File: src/rtl/bound_flasher_monitor.sv
// bound_flasher_monitor
//   Receive-side protocol checker for the bound flasher's 16-bit thermometer
//   LED bus. Each clk the bus is decoded into a lit level (0..16). The monitor
//   follows the legal sequence (up to 16, down to 6, up to 11, down to 0,
//   up to 6, down to 0, idle), flags kickbacks and completed cycles, and
//   reports the first deviation before resynchronising on an all-dark bus.
//
//   Optional feature macro: BOUND_FLASHER_MON_STATS_EN
//     defined   -> kick_count / cycle_count are saturating event counters
//     undefined -> both counters are removed and the ports read as 0
module bound_flasher_monitor #(
    parameter int CNT_W = 8
) (
    input  logic             clk,
    input  logic             reset,
    input  logic [15:0]      led,
    output logic [4:0]       level,
    output logic [2:0]       phase,
    output logic             dir_up,
    output logic             busy,
    output logic             kick_pulse,
    output logic             done_pulse,
    output logic             err_pulse,
    output logic [1:0]       err_code,
    output logic [CNT_W-1:0] kick_count,
    output logic [CNT_W-1:0] cycle_count
);

    typedef enum logic [2:0] {
        S_IDLE,
        S_UP,
        S_TURN_DN,
        S_DOWN,
        S_TURN_UP,
        S_RESYNC
    } state_t;

    typedef enum logic [1:0] {
        ERR_NONE = 2'd0,
        ERR_CODE = 2'd1,   // bus is not a thermometer code
        ERR_STEP = 2'd2,   // level moved by more than one
        ERR_SEQ  = 2'd3    // legal step, but not allowed here
    } err_t;

    state_t     state;
    state_t     nxt_state;
    logic [2:0] nxt_phase;
    logic       nxt_kick;
    logic       nxt_done;
    logic       seq_err;
    err_t       err_kind;

    logic [16:0] led_ext;
    logic        sample_ok;
    logic [4:0]  new_lvl;
    logic [4:0]  bound;
    logic        step_up;
    logic        step_dn;
    logic        step_hold;

    // Turning level of each phase: maximum for even (rising) phases,
    // minimum for odd (falling) phases.
    function automatic logic [4:0] phase_bound(input logic [2:0] p);
        case (p)
            3'd0:    phase_bound = 5'd16;
            3'd1:    phase_bound = 5'd6;
            3'd2:    phase_bound = 5'd11;
            3'd4:    phase_bound = 5'd6;
            default: phase_bound = 5'd0;
        endcase
    endfunction

    // Sample decode: a thermometer code plus one has no bits in common with
    // itself; the extra MSB keeps the all-ones bus from wrapping.
    assign led_ext   = {1'b0, led};
    assign sample_ok = ((led_ext + 17'd1) & led_ext) == 17'd0;
    assign new_lvl   = 5'($countones(led));
    assign bound     = phase_bound(phase);
    assign step_up   = sample_ok && (new_lvl == level + 5'd1);
    assign step_dn   = sample_ok && (new_lvl + 5'd1 == level);
    assign step_hold = sample_ok && (new_lvl == level);

    // Next-state decode and error classification for the current sample.
    always_comb begin
        // NOTE: every signal gets a default before the case so that no path
        // leaves it unassigned; a missing default infers a latch.
        nxt_state = state;
        nxt_phase = phase;
        nxt_kick  = 1'b0;
        nxt_done  = 1'b0;
        seq_err   = 1'b0;
        err_kind  = ERR_NONE;

        case (state)
            S_IDLE: begin
                if (new_lvl == 5'd0) begin
                    nxt_state = S_IDLE;
                end else if (new_lvl == 5'd1) begin
                    nxt_state = S_UP;
                    nxt_phase = 3'd0;
                end else begin
                    seq_err = 1'b1;
                end
            end
            S_UP: begin
                if (step_up && new_lvl <= bound) begin
                    nxt_state = S_UP;
                end else if (step_hold && level == bound) begin
                    nxt_state = S_TURN_DN;
                    nxt_phase = phase + 3'd1;
                end else begin
                    seq_err = 1'b1;
                end
            end
            S_TURN_DN: begin
                if (step_dn) nxt_state = S_DOWN;
                else         seq_err   = 1'b1;
            end
            S_DOWN: begin
                if (step_dn && new_lvl >= bound) begin
                    nxt_state = S_DOWN;
                end else if (step_hold && level == bound && phase == 3'd5) begin
                    nxt_state = S_IDLE;
                    nxt_phase = 3'd0;
                    nxt_done  = 1'b1;
                end else if (step_hold && level == bound) begin
                    nxt_state = S_TURN_UP;
                    nxt_phase = phase + 3'd1;
                end else if (step_up && (level == 5'd0 || level == 5'd6) &&
                             phase != 3'd5) begin
                    nxt_state = S_UP;
                    nxt_phase = phase - 3'd1;
                    nxt_kick  = 1'b1;
                end else begin
                    seq_err = 1'b1;
                end
            end
            S_TURN_UP: begin
                if (step_up) nxt_state = S_UP;
                else         seq_err   = 1'b1;
            end
            S_RESYNC: begin
                if (sample_ok && new_lvl == 5'd0) begin
                    nxt_state = S_IDLE;
                    nxt_phase = 3'd0;
                end
            end
            default: nxt_state = S_RESYNC;
        endcase

        // Errors are silent while resynchronising; otherwise the most basic
        // cause wins and overrides any event decoded above.
        if (state != S_RESYNC) begin
            if (!sample_ok)                          err_kind = ERR_CODE;
            else if (!(step_up || step_dn || step_hold)) err_kind = ERR_STEP;
            else if (seq_err)                        err_kind = ERR_SEQ;
        end

        if (err_kind != ERR_NONE) begin
            nxt_state = S_RESYNC;
            nxt_phase = phase;
            nxt_kick  = 1'b0;
            nxt_done  = 1'b0;
        end
    end

    // Monitor FSM with registered status and event outputs.
    always_ff @(posedge clk or negedge reset) begin
        if (!reset) begin
            state      <= S_IDLE;
            phase      <= 3'd0;
            level      <= 5'd0;
            dir_up     <= 1'b0;
            busy       <= 1'b0;
            kick_pulse <= 1'b0;
            done_pulse <= 1'b0;
            err_pulse  <= 1'b0;
            err_code   <= 2'd0;
        end else begin
            // NOTE: sequential state uses non-blocking assignments so every
            // register samples the pre-edge values; blocking here would race.
            state      <= nxt_state;
            phase      <= nxt_phase;
            dir_up     <= (nxt_state == S_UP) || (nxt_state == S_TURN_DN);
            busy       <= (nxt_state != S_IDLE) && (nxt_state != S_RESYNC);
            kick_pulse <= nxt_kick;
            done_pulse <= nxt_done;
            err_pulse  <= (err_kind != ERR_NONE);
            if (sample_ok) level <= new_lvl;
            if (err_kind != ERR_NONE) err_code <= err_kind;
        end
    end

`ifdef BOUND_FLASHER_MON_STATS_EN
    // Saturating kickback and completed-cycle counters.
    always_ff @(posedge clk or negedge reset) begin
        if (!reset) begin
            kick_count  <= '0;
            cycle_count <= '0;
        end else begin
            if (nxt_kick && !(&kick_count))  kick_count  <= kick_count + CNT_W'(1);
            if (nxt_done && !(&cycle_count)) cycle_count <= cycle_count + CNT_W'(1);
        end
    end
`else
    assign kick_count  = '0;
    assign cycle_count = '0;
`endif

endmodule

File: config.mk
export PLATFORM = sky130hd
export DESIGN_NAME = bound_flasher_monitor
export DESIGN_NICKNAME = d
export VERILOG_FILES = /design/src/rtl/bound_flasher_monitor.sv
export SDC_FILE = /design/constraint.sdc
export NUM_CORES = 1
export LEC_CHECK = 0
export ABC_CLOCK_PERIOD_IN_PS = 3400
export BUFFER_PORTS_ARGS = -buffer_cell sky130_fd_sc_hd__buf_2
export CAP_MARGIN = 40
export CORE_MARGIN = 2
export CORE_UTILIZATION = 42
export CTS_BUF_LIST = sky130_fd_sc_hd__clkbuf_2
export CTS_CLUSTER_DIAMETER = 100
export DETAILED_ROUTE_END_ITERATION = 7
export PLACE_DENSITY = 0.64
export SYNTH_ARGS = -nofsm -noshare
export SYNTH_HDL_FRONTEND = slang
export SYNTH_SLANG_ARGS = --single-unit
File: constraint.sdc
create_clock -name clk -period 3.4 [get_ports clk]
set_clock_uncertainty 0.15 [all_clocks]
set_input_delay 0.34 -clock clk [delete_from_list [all_inputs] [get_ports clk]]
set_output_delay 0.34 -clock clk [all_outputs]
set_load 0.1 [all_outputs]
# Word level (Yosys, flattened, before mapping)
# Index checks and enable logic that the tools add are counted.
totals:
  wordCells: 134
  output_inout_bits: 31
  regBits: 18
  input_bits: 18
op_classes:
  n_lt_le_gt_ge: 2
  add_sub_neg: 20
  mux: 49
  eq_ne: 27
  n_reduce_logical: 25
  bitwise_logic: 2
ops:
  columns: ["operator", "n"]
  rows:
  - ["3-bit 2-to-1 mux", 21]
  - ["5-bit equality test", 4]
  - ["1-bit 2-to-1 mux", 20]
  - ["3-bit case mux with 6 select lines", 1]
  - ["16-bit by 1-bit adder with 17-bit output (second input constant)", 1]
  - ["17-bit by 16-bit AND with 17-bit output", 1]
  - ["17-bit zero test", 1]
  - ["1-bit by 1-bit adder with 2-bit output", 8]
  - ["5-bit case mux with 3 select lines", 1]
  - ["2-bit by 2-bit adder with 3-bit output", 4]
  - ["3-bit by 2-bit equality test with 1-bit output (second input constant)", 4]
  - ["3-bit equality test (second input constant)", 4]
  - ["2-bit != test (second input constant)", 6]
  - ["3-bit case mux with 4 select lines", 1]
  - ["1-bit logical AND", 11]
  - ["5-bit by 1-bit adder with 5-bit output (second input constant)", 2]
  - ["5-bit zero test", 2]
  - ["3-bit by 1-bit equality test with 1-bit output (second input constant)", 3]
  - ["3-bit != test (second input constant)", 3]
  - ["9-bit AND reduction", 1]
  - ["3-bit by 3-bit adder with 4-bit output", 2]
  - ["2-bit 2-to-1 mux", 4]
  - ["3-bit zero test", 2]
  - ["4-bit by 4-bit adder with 5-bit output", 1]
  - ["other kinds (14)", 17]

# Longest topological paths before layout
# Gate-level depths: netlist (run 1).
depth:
  word_depth: 21
  depth_mapped: 23
  mapped_depth_nobuf: 22

# Worst setup path before layout (run 1)
# No wires, ideal clock.
synth_timing:
  kind: "input to register"
  from: "input port led[0]"
  to: "register phase[1]"
  path_stages: 17
  t_arrival_ns: 5.272
  setup_time_ns: 0.126
  n_path_buf: 1
  t_required_ns: 3.124
  slack_ns: -2.148
  cell_sequence: "inv_1 fa_1 fa_1 fa_1 fa_1 inv_1 ha_1 fa_1 clkbuf_1 a21oi_1 o21a_1 a211oi_1 a221oi_4 o311ai_1 a21oi_1 o21ai_1 mux2_2"
synth_via:
  elab_chain_cells: 20
  elab_cells_between_ends: 56
  cone_classes: "6 x add/sub; 2 x order compare; 11 x eq/ne; 19 x mux; 2 x bitwise; 16 x reduce/logical"
synth_lines:
  columns: ["element", "line_no", "rtl"]
  rows:
  - ["from (decl)", "16", "input logic [15:0] led,"]
  - ["1-bit by 1-bit adder with 2-bit output (not written as such) *", "77", "assign new_lvl = 5'($countones(led));"]
  - ["2-bit by 2-bit adder with 3-bit output (not written as such) *", "77", null]
  - ["3-bit by 3-bit adder with 4-bit output (not written as such) *", "77", null]
  - ["4-bit by 4-bit adder with 5-bit output (not written as such) *", "77", null]
  - ["named net new_lvl[1]", "55", "logic [4:0] new_lvl;"]
  - ["parallel branches: the longest is 16 deep, another holds 5-bit by 1-bit adder with 5-bit output", null, null]
  - ["to (signal assigned)", "183", "phase <= nxt_phase;"]
  - ["to (decl)", "18", "output logic [2:0] phase,"]
# Mark *: on every way through the listed nets, which the timed path passes. The select of a mux whose other input is x is not followed.
# A chain may end at the register's enable or synchronous reset.

# Final worst setup path (run 1)
layout_timing:
  from: "input port led[11]"
  to: "register err_code[1]"
layout_via:
  elab_chain_cells: 18
  elab_cells_between_ends: 42
  cone_classes: "6 x add/sub; 2 x order compare; 4 x eq/ne; 15 x mux; 1 x bitwise; 14 x reduce/logical"
layout_lines:
  columns: ["element", "line_no", "rtl"]
  rows:
  - ["1-bit by 1-bit adder with 2-bit output (not written as such) *", "77", null]
  - ["2-bit by 2-bit adder with 3-bit output (not written as such) *", "77", null]
  - ["3-bit by 3-bit adder with 4-bit output (not written as such) *", "77", null]
  - ["4-bit by 4-bit adder with 5-bit output (not written as such) *", "77", null]
  - ["named net new_lvl[1]", "55", null]
  - ["parallel branches: the longest is 10 deep, another holds 5-bit by 1-bit adder with 5-bit output", null, null]
  - ["2-bit 2-to-1 mux *", "155", "else if (!(step_up || step_dn || step_hold)) err_kind = ERR_STEP;"]
  - ["2-bit 2-to-1 mux *", "154", "if (!sample_ok) err_kind = ERR_CODE;"]
  - ["2-bit 2-to-1 mux *", "153", "if (state != S_RESYNC) begin"]
  - ["2-bit nonzero test", "190", "if (err_kind != ERR_NONE) err_code <= err_kind;"]
  - ["to (signal assigned)", "190", null]
  - ["to (decl)", "24", "output logic [1:0] err_code,"]
# Mark *: on every way through the listed nets, which the timed path passes.

==> results of run 1 <==
-- Yosys cell counts (3+ instances only) --
library cell	count	area, um^2
o21ai_0	14	70.1
a21oi_1	15	75.1
buf_4	16	120
and3_1	7	43.8
dfrtp_1	18	450
fa_1	10	200
ha_1	23	288
xnor2_1	10	87.6
or3_1	5	31.3
o31ai_1	4	30.0
nand3_1	13	65.1
nand2_1	29	109
nor2_1	17	63.8
buf_2	4	20.0
mux2i_1	4	40.0
clkbuf_1	6	22.5
a21boi_0	3	22.5
and2_1	3	18.8
nand4_1	7	43.8
inv_1	41	154
or2_2	3	18.8
nor3_1	3	15.0
o21a_1	4	30.0
nor2b_1	6	37.5
nor4_1	4	25.0
-- registers in the layout, summed over array words and instances (netlist names) --
name and flops:
err_pulse 1, kick_pulse 1, level 5, phase 3, busy 1, dir_up 1, state 3, done_pulse 1
err_code 2
-- timing repair --
action | in CTS | in global routing
gates resized for setup | 43 | 28
endpoints found under the setup margin | 17 | 17
pin swaps | 21 | 16
hold buffers | 1 | 0
endpoints found under the hold margin | 18 | 0
buffers inserted | 8 | 9
-- per-stage QoR --
| stage | area (um^2) | hold slack [ps] |
|---|---|---|
| finish | 3950 | 311 |
| global route | 3950 | 310 |
| CTS | 3800 | 318 |
| detailed placement | 3540 | 152 |
| global placement | 3540 | 144 |
| floorplan | 2850 | -106 |
-- worst max path at each step --
| stage | from | endpoint | cells past startpoint |
|---|---|---|---|
| floorplan | led[11] | dir_up$_DFF_PN0_ | 18 |
| global placement | led[11] | dir_up$_DFF_PN0_ | 20 |
| detailed placement | led[11] | dir_up$_DFF_PN0_ | 20 |
| CTS | led[11] | phase[2]$_DFFE_PN0P_ | 21 |
| global route | led[11] | dir_up$_DFF_PN0_ | 20 |
| finish | led[11] | err_code[1]$_DFFE_PN0N_ | 21 |
-- metal layers --
metal	vias up	routed length (um)	GRT usage [%]
li1	1375	-	-
met1	1376	3450	29.2
met2	78	4100	39.5
met3	18	307	3.36
met4	0	116	5.13
met5	-	0	0
-- kinds of logic (layout without fill, tap and decap cells) --
kind of cell | after synthesis | count (layout) | synth area share, %
adders and majority gates | 33 | 33 | 18.2
and+or+nand+nor | 108 | 108 | 21.8
muxes | 6 | 6 | 2.33
other | 1 | 16 | 0.140
xor gates and xnor gates | 13 | 13 | 4.53
buffers and inverters | 70 | 171 | 12.6
AOI/OAI and AO/OA | 80 | 80 | 23.6
DFF | 18 | 18 | 16.8
-- area by class of cell --
cell class | instances | share of cell area (%)
timing repair buffer | 125 | 24.0
tap | 77 | 2.44
sequential | 18 | 11.4
clock buffer | 3 | 0.380
multi-input combinational | 256 | 57.6
inverter | 43 | 4.12
-- critical path, stage by stage --
cell	delay [ps]
buf_6	100
fa_1	530
inv_1	50
fa_1	510
fa_2	450
fa_1	510
inv_2	50
ha_4	150
fa_2	590
buf_12	130
ha_4	190
nor2b_1	120
o21a_1	190
o21ai_2	210
a211o_1	160
a311o_1	250
o2111ai_4	180
o31ai_4	270
inv_2	110
buf_4	140
o22a_1	140
-- power by group through the flow --
stage	combinational, W	clock [W]	sequential [W]
6_report	0.00297	0.0000918	0.000219
5_1_grt	0.00320	0.000112	0.000219
3_3_place_gp	0.00230	0	0.000222
4_1_cts	0.00265	0.0000955	0.000219
3_5_place_dp	0.00235	0	0.000222
2_1_floorplan	0.00148	0	0.000237
==> flow_summary.toml, run 1 <==
[pwr]
p_clk_share_pct = 2.8
switching_share_pct = 47.2
peakVddDrop_mv = 0.677
finalPower_w = 0.00328
p_int_w = 0.00173
seq_power_share_pct = 6.7
p_per_area_nw_per_um2 = 829
p_switching_w = 0.00155
leakagePower_nw = 1.84
comb_power_share_pct = 90.5

[worst_hold_path]
hold_class = "input port to async pin"

[synthesis]
ys_seq_area_share_pct = 16.8
ys_types = 71
ys.warnings.count = 0
ys_ff_latch = 18
yosys_most_used_dff = "dfrtp_1"
synth_edf_count = 0
syn_inst = 329
syn_area_per_cell_um2 = 8.15
async_flop_share_pct = 100
synth_area_um2 = 2680

[die]
std_cell_rows = 29
initial_core_util_pct = 42.7
die_y_um = 83.9
dieArea_um2 = 7040
boundaryPins = 49
die_w_um = 83.9
coreArea_um2 = 6280

[layout]
regArea_um2 = 450
final_cell_mix = "78 x buf_4, 34 x inv_1, 29 x buf_2, 28 x nand2_1"
diodes = 0
fillCellCount = 558
multiInputGateArea_um2 = 2280
layout-drive-gt1-share_pct = 45.2
syn2layout_area_growth_pct = 47.5
layout.cells.non_filler = 522
fin_nets = 498
final_common_cell = "buf_4"
final_util_pct = 63.0

[clock_tree]
clock_sinks = 18
path_clk_slew_ps = 170
cts_tree = "done"
clk_latency_ps = 310
cts-buffers-inserted = 3
cts_buffer_depth = 2
clock-root-buffer = "clkbuf_2"
htreeDepth = 1

[sta]
fin_tns_setup_ps = -22020
finalHoldViolations = 0
worst_pin_slew_ps = 546
slew_headroom_pct = 63.6
max_freq_mhz = 189
setup_violations = 16
finalMaxSlewViolations = 0
rsz0062_at_grt = "yes"
setup_slack_ps = -1900
finalCriticalPeriod_ps = 5300
period_share_pct = 156

[worst_setup_path]
ff2ff_setup_slack_ps = -60
crit_path_start_kind = "input port"
worst_setup_path_end_kind = "flip-flop"
worst-setup-path-type = "input port to flip-flop"
reg2reg_depth = 15
required_ps = 3470
r2r_start = "phase[0]$_DFFE_PN0P_"
crit_arrival_ps = 5370
cp_max_fo = 6
reg2reg_to = "err_code[1]$_DFFE_PN0N_"

[routing]
ant_nets = 0
dr.pass1.iters = 5
drt_iter0_markers = 100
vias = 2847
vias_per_cell = 5.45
wire_per_inst_um = 15.3
drc_errors = 0
wirelength_um = 7970

[grt]
gr-total-overflow = 0
antenna_found_initial = 0
grt_max_degree = 19
grt_pass1_wl_um = 13300
grt_pass1_vias = 2887
grtUsageTotal_pct = 22.5

[placement]
placed_cells = 506
place_congestion = 0.906
io_buffer_count = 32
hpwl_um = 6090
dp_worst_setup_slack_ps = -2360

[status]
failed_checks = "negative setup slack"
status = "finished, violations left"

[flow_run]
maxCapViolCount = 0
Note: power is estimated with default switching activity, not from simulation.
==> inputs of run 2 (changes only) <==
--- a/config.mk
+++ b/config.mk
@@ -7,13 +7,14 @@
 export LEC_CHECK = 0
 export ABC_CLOCK_PERIOD_IN_PS = 3400
 export BUFFER_PORTS_ARGS = -buffer_cell sky130_fd_sc_hd__buf_2
-export CAP_MARGIN = 40
 export CORE_MARGIN = 2
 export CORE_UTILIZATION = 42
 export CTS_BUF_LIST = sky130_fd_sc_hd__clkbuf_2
 export CTS_CLUSTER_DIAMETER = 100
 export DETAILED_ROUTE_END_ITERATION = 7
 export PLACE_DENSITY = 0.64
+export RECOVER_POWER = 25
+export SLEW_MARGIN = 20
 export SYNTH_ARGS = -nofsm -noshare
 export SYNTH_HDL_FRONTEND = slang
 export SYNTH_SLANG_ARGS = --single-unit
==> run 2 against run 1 <==
Clock-buffer cell count unchanged. Clock power barely moved. Register-to-register slack worse by 30 ps. Die area did not move. The flow still finishes with violations (negative setup slack). Largest power group unchanged.
==> flow_summary.toml, run 2 (synthesis results as in run 1) <==
[layout]
layout.cells.non_filler = 522
final_util_pct = 62.9
regArea_um2 = 450
layout-drive-gt1-share_pct = 44.9
final_cell_mix = "78 x buf_4, 34 x inv_1, 28 x nand2_1, 28 x buf_2"
largest-register = "level"
final_common_cell = "buf_4"
top_regs = "level x5, phase x3, state x3"
fin_nets = 498
largest_reg_flops = 5
syn2layout_area_growth_pct = 47.4
multiInputGateArea_um2 = 2280
fillCellCount = 557
diodes = 0

[clock_tree]
clock-root-buffer = "clkbuf_2"
htreeDepth = 1
clock_sinks = 18
clk_latency_ps = 310
path_clk_slew_ps = 160
cts-buffers-inserted = 3
cts_tree = "done"
cts_buffer_depth = 2

[worst_setup_path]
worst-setup-path-type = "input port to flip-flop"
crit_arrival_ps = 5390
required_ps = 3460
crit_path_start_kind = "input port"
cp_max_fo = 6
worstPathCellList = "buf_6 > fa_1 > inv_1 > fa_1 > fa_2 > fa_1 > inv_2 > ha_4 > fa_2 > buf_12 > ha_4 > nor2b_1 > o21a_1 > o21ai_2 > a211o_1 > a311o_1 > o2111ai_4 > o31ai_4 > inv_2 > buf_4 > o22a_1"
crit_path_frequent_cell = "fa_1"
crit_slowest_cell = "fa_2"
slowest_delay_ps = 590
worst_setup_path_end_kind = "flip-flop"

[routing]
drt_iter0_markers = 100
wirelength_um = 8010
dr.pass1.iters = 4
ant_nets = 0
vias = 2858
wire_per_inst_um = 15.3
drc_errors = 0
vias_per_cell = 5.48

[die]
die_w_um = 83.9
dieArea_um2 = 7040
boundaryPins = 49
std_cell_rows = 29
coreArea_um2 = 6280
die_y_um = 83.9
initial_core_util_pct = 42.7

[grt]
gr-total-overflow = 0
grtUsageTotal_pct = 22.5
grt_max_degree = 19
antenna_found_initial = 0
grt_pass1_wl_um = 13300
grt_pass1_vias = 2887

[worst_hold_path]
hold_class = "flip-flop to flip-flop"

[pwr]
finalPower_w = 0.00328
p_per_area_nw_per_um2 = 829
leakagePower_nw = 1.84
peakVddDrop_mv = 0.671

[sta]
fin_tns_setup_ps = -22240
period_share_pct = 157
max_freq_mhz = 188
finalCriticalPeriod_ps = 5320
setup_slack_ps = -1920
rsz0062_at_grt = "yes"
finalMaxSlewViolations = 0
slew_headroom_pct = 33.7
finalHoldViolations = 0
setup_violations = 16
worst_pin_slew_ps = 995

[status]
status = "finished, violations left"
failed_checks = "negative setup slack"

[placement]
placed_cells = 506
hpwl_um = 6090
place_congestion = 0.906
io_buffer_count = 32
dp_worst_setup_slack_ps = -2360

[flow_run]
maxCapViolCount = 0
-- run 2: cell types whose count changed in the layout (fill, tap and decap cells not counted), sizes merged --
cell	previous run	this run
clkbuf	3	4
buf	124	123
-- run 2: layout make-up --
type,count,area share [%]
well taps,77,2.44
multi-input cells,256,57.7
inverters,43,4.12
clock buffers,3,0.380
repair buffers,125,24.0
flip-flops and latches,18,11.4
-- run 2: worst max-delay path, delay by kind of cell --
family | cells | cell delay [ps]
AO/OA/AOI/OAI | 7 | 1420
AND/OR/NAND/NOR | 1 | 120
buffers and inverters | 6 | 580
adder cells (fa/ha/maj) | 7 | 2930
-- run 2: per-stage QoR --
step | hold slack, ps | instance area (um^2)
6_report | 377 | 3950
5_1_grt | 412 | 3950
4_1_cts | 318 | 3800
3_5_place_dp | 152 | 3540
3_3_place_gp | 144 | 3540
2_1_floorplan | -106 | 2850
-- run 2: report_power, final --
group | internal, W | switching [W]
clock network | 0.0000241 | 0.0000674
registers | 0.000216 | 0.00000234
logic | 0.00149 | 0.00147
total | 0.00173 | 0.00154
-- run 2: layer usage --
| metal | wire, um | up-vias | GRT usage, % |
|---|---|---|---|
| li1 | - | 1375 | - |
| met1 | 3460 | 1372 | 29.2 |
| met2 | 4120 | 95 | 39.5 |
| met3 | 323 | 16 | 3.36 |
| met4 | 102 | 0 | 5.13 |
| met5 | 0 | - | 0 |
-- run 2: final timing paths --
check,from,endpoint,slack (ps),cells after the start
setup / recovery,led[11],err_code[1]$_DFFE_PN0N_,-1920,21
hold / removal,err_code[1]$_DFFE_PN0N_,err_code[1]$_DFFE_PN0N_,380,1
setup reg to reg,phase[0]$_DFFE_PN0P_,err_code[1]$_DFFE_PN0N_,-90,15
hold reg to reg,err_code[1]$_DFFE_PN0N_,err_code[1]$_DFFE_PN0N_,380,1
max in group asynchronous,reset,busy$_DFF_PN0_,1970,2
min in group asynchronous,reset,kick_pulse$_DFF_PN0_,530,2
-- run 2: repair_timing --
item	4_1_cts	5_1_grt
buffers inserted	8	9
setup endpoints to repair	17	17
resized for setup	43	28
hold endpoints to repair	18	0
pin swaps	21	16
gates cloned	0	0
hold buffers	1	0
==> inputs of run 3 (changes only) <==
--- a/config.mk
+++ b/config.mk
@@ -7,6 +7,7 @@
 export LEC_CHECK = 0
 export ABC_CLOCK_PERIOD_IN_PS = 3400
 export BUFFER_PORTS_ARGS = -buffer_cell sky130_fd_sc_hd__buf_2
+export CORE_ASPECT_RATIO = 1.1
 export CORE_MARGIN = 2
 export CORE_UTILIZATION = 42
 export CTS_BUF_LIST = sky130_fd_sc_hd__clkbuf_2
==> run 3 against run 2 <==
The run still ends with negative setup slack left. Critical path depth decreased by 1. Global-route usage increased by 0.83 points. Sequential share of layout area rose by 0.15 points. Maximum frequency rose by 2.2%.
==> flow_summary.toml, run 3 (synthesis results as in run 1) <==
[worst_setup_path]
required_ps = 3490
ff2ff_setup_slack_ps = 70
worst-setup-path-type = "input port to flip-flop"
crit_path_start_kind = "input port"
reg2reg_to = "dir_up$_DFF_PN0_"
cp_max_fo = 4
reg2reg_depth = 14
crit_path_frequent_cell = "fa_1"
crit_slowest_cell = "fa_2"
worst_setup_path_end_kind = "flip-flop"
slowest_delay_ps = 600
r2r_start = "phase[1]$_DFFE_PN0P_"
worstPathCellList = "buf_6 > fa_1 > inv_1 > fa_1 > fa_1 > fa_1 > inv_2 > ha_4 > fa_2 > ha_4 > inv_2 > a2111oi_4 > o21ai_2 > a221oi_4 > buf_6 > nand3_4 > buf_6 > a211o_1 > and3_4 > nor4_2"
crit_arrival_ps = 5300

[layout]
syn2layout_area_growth_pct = 45.5
multiInputGateArea_um2 = 2250
largest-register = "level"
top_regs = "level x5, phase x3, state x3"
largest_reg_flops = 5
regArea_um2 = 450
layout-drive-gt1-share_pct = 43.1
final_common_cell = "buf_4"
final_cell_mix = "69 x buf_4, 33 x inv_1, 28 x nand2_1, 26 x buf_2"
diodes = 0
fillCellCount = 539
fin_nets = 491

[status]
failed_checks = "negative setup slack"
status = "finished, violations left"

[sta]
slew_headroom_pct = 33.3
rsz0062_at_grt = "yes"
period_share_pct = 153
max_freq_mhz = 192
setup_violations = 17
finalCriticalPeriod_ps = 5210
whs_ps = 370
finalMaxSlewViolations = 0
fin_tns_setup_ps = -21260
finalHoldViolations = 0
setup_slack_ps = -1810
worst_pin_slew_ps = 1000

[routing]
drc_errors = 0
vias = 2820
dr.pass1.iters = 5
wirelength_um = 7780
wire_per_inst_um = 15.0
vias_per_cell = 5.43
ant_nets = 0
drt_iter0_markers = 114

[die]
die_w_um = 80.2
std_cell_rows = 30
dieArea_um2 = 7040
die_y_um = 87.8
boundaryPins = 49
initial_core_util_pct = 43.5
coreArea_um2 = 6160

[placement]
dp_worst_setup_slack_ps = -2330
io_buffer_count = 32
hpwl_um = 6000
place_congestion = 0.924

[grt]
antenna_found_initial = 0
grtUsageTotal_pct = 23.4
gr-total-overflow = 0
grt_max_degree = 19
grt_pass1_wl_um = 13300
grt_pass1_vias = 2960

[pwr]
leakagePower_nw = 1.81
p_per_area_nw_per_um2 = 804
peakVddDrop_mv = 0.463

[flow_run]
maxCapViolCount = 0

[clock_tree]
cts-buffers-inserted = 3
clock-root-buffer = "clkbuf_2"
cts_buffer_depth = 2
htreeDepth = 1
clock_sinks = 18
cts_tree = "done"
path_clk_slew_ps = 180
clk_latency_ps = 310

[worst_hold_path]
hold_class = "flip-flop to flip-flop"
worstHoldStart = "err_code[0]$_DFFE_PN0N_"
min_to = "err_code[0]$_DFFE_PN0N_"
min_path_cells = 1
==> run 3: layout make-up <==
type / count / area share [%]
multi-input combinational: 256 / 57.8
timing repair buffer: 118 / 23.4
sequential: 18 / 11.6
inverter: 43 / 4.24
tap: 80 / 2.57
clock buffer: 3 / 0.385
clock inverter: 1 / 0.0963
==> run 3: stage by stage <==
stage | util [%] | total power (W) | instances | area (um^2)
6_report | 63.3 | 0.00313 | 519 | 3900
2_1_floorplan | - | 0.00171 | 344 | 2850
4_1_cts | 62.2 | 0.00304 | 518 | 3830
5_1_grt | 63.3 | 0.00339 | 519 | 3900
3_3_place_gp | 57.1 | 0.00249 | 506 | 3510
3_5_place_dp | 57.1 | 0.00253 | 506 | 3510
==> run 3: worst max-delay path, delay by kind of cell <==
kind,cells,cell delay [ps]
adders and majority gates,7,2900
AOI/OAI and AO/OA,4,1010
buffers and inverters,6,560
and+or+nand+nor,3,500
==> run 3: worst max path at each step <==
| stage | depth (start not counted) | endpoint | from |
|---|---|---|---|
| 5_1_grt | 20 | dir_up$_DFF_PN0_ | led[3] |
| 6_report | 20 | dir_up$_DFF_PN0_ | led[11] |
| 3_3_place_gp | 20 | phase[2]$_DFFE_PN0P_ | led[11] |
| 4_1_cts | 19 | dir_up$_DFF_PN0_ | led[3] |
| 3_5_place_dp | 21 | dir_up$_DFF_PN0_ | led[11] |
| 2_1_floorplan | 18 | dir_up$_DFF_PN0_ | led[11] |
==> run 3: power breakdown <==
group | total (W) | internal (W) | switching, W
Combinational | 0.00282 | 0.00139 | 0.00142
Clock | 0.0000968 | 0.0000256 | 0.0000712
Sequential | 0.000218 | 0.000216 | 0.00000194
Total | 0.00313 | 0.00164 | 0.00150
==> run 3: what timing repair did <==
action | 4_1_cts | 5_1_grt
setup buffers | 7 | 2
hold buffers | 1 | 0
hold endpoints to repair | 18 | 0
endpoints found under the setup margin | 17 | 17
gates resized for setup | 56 | 14
pin swaps | 17 | 9
cloned | 0 | 0
==> run 3: layer usage <==
| layer | wire (um) | track usage (%) | share of wire [%] |
|---|---|---|---|
| met5 | 0 | 0 | 0 |
| met4 | 99 | 7.40 | 1.3 |
| met3 | 342 | 1.24 | 4.4 |
| met2 | 4050 | 43.9 | 52 |
| met1 | 3290 | 28.5 | 42 |
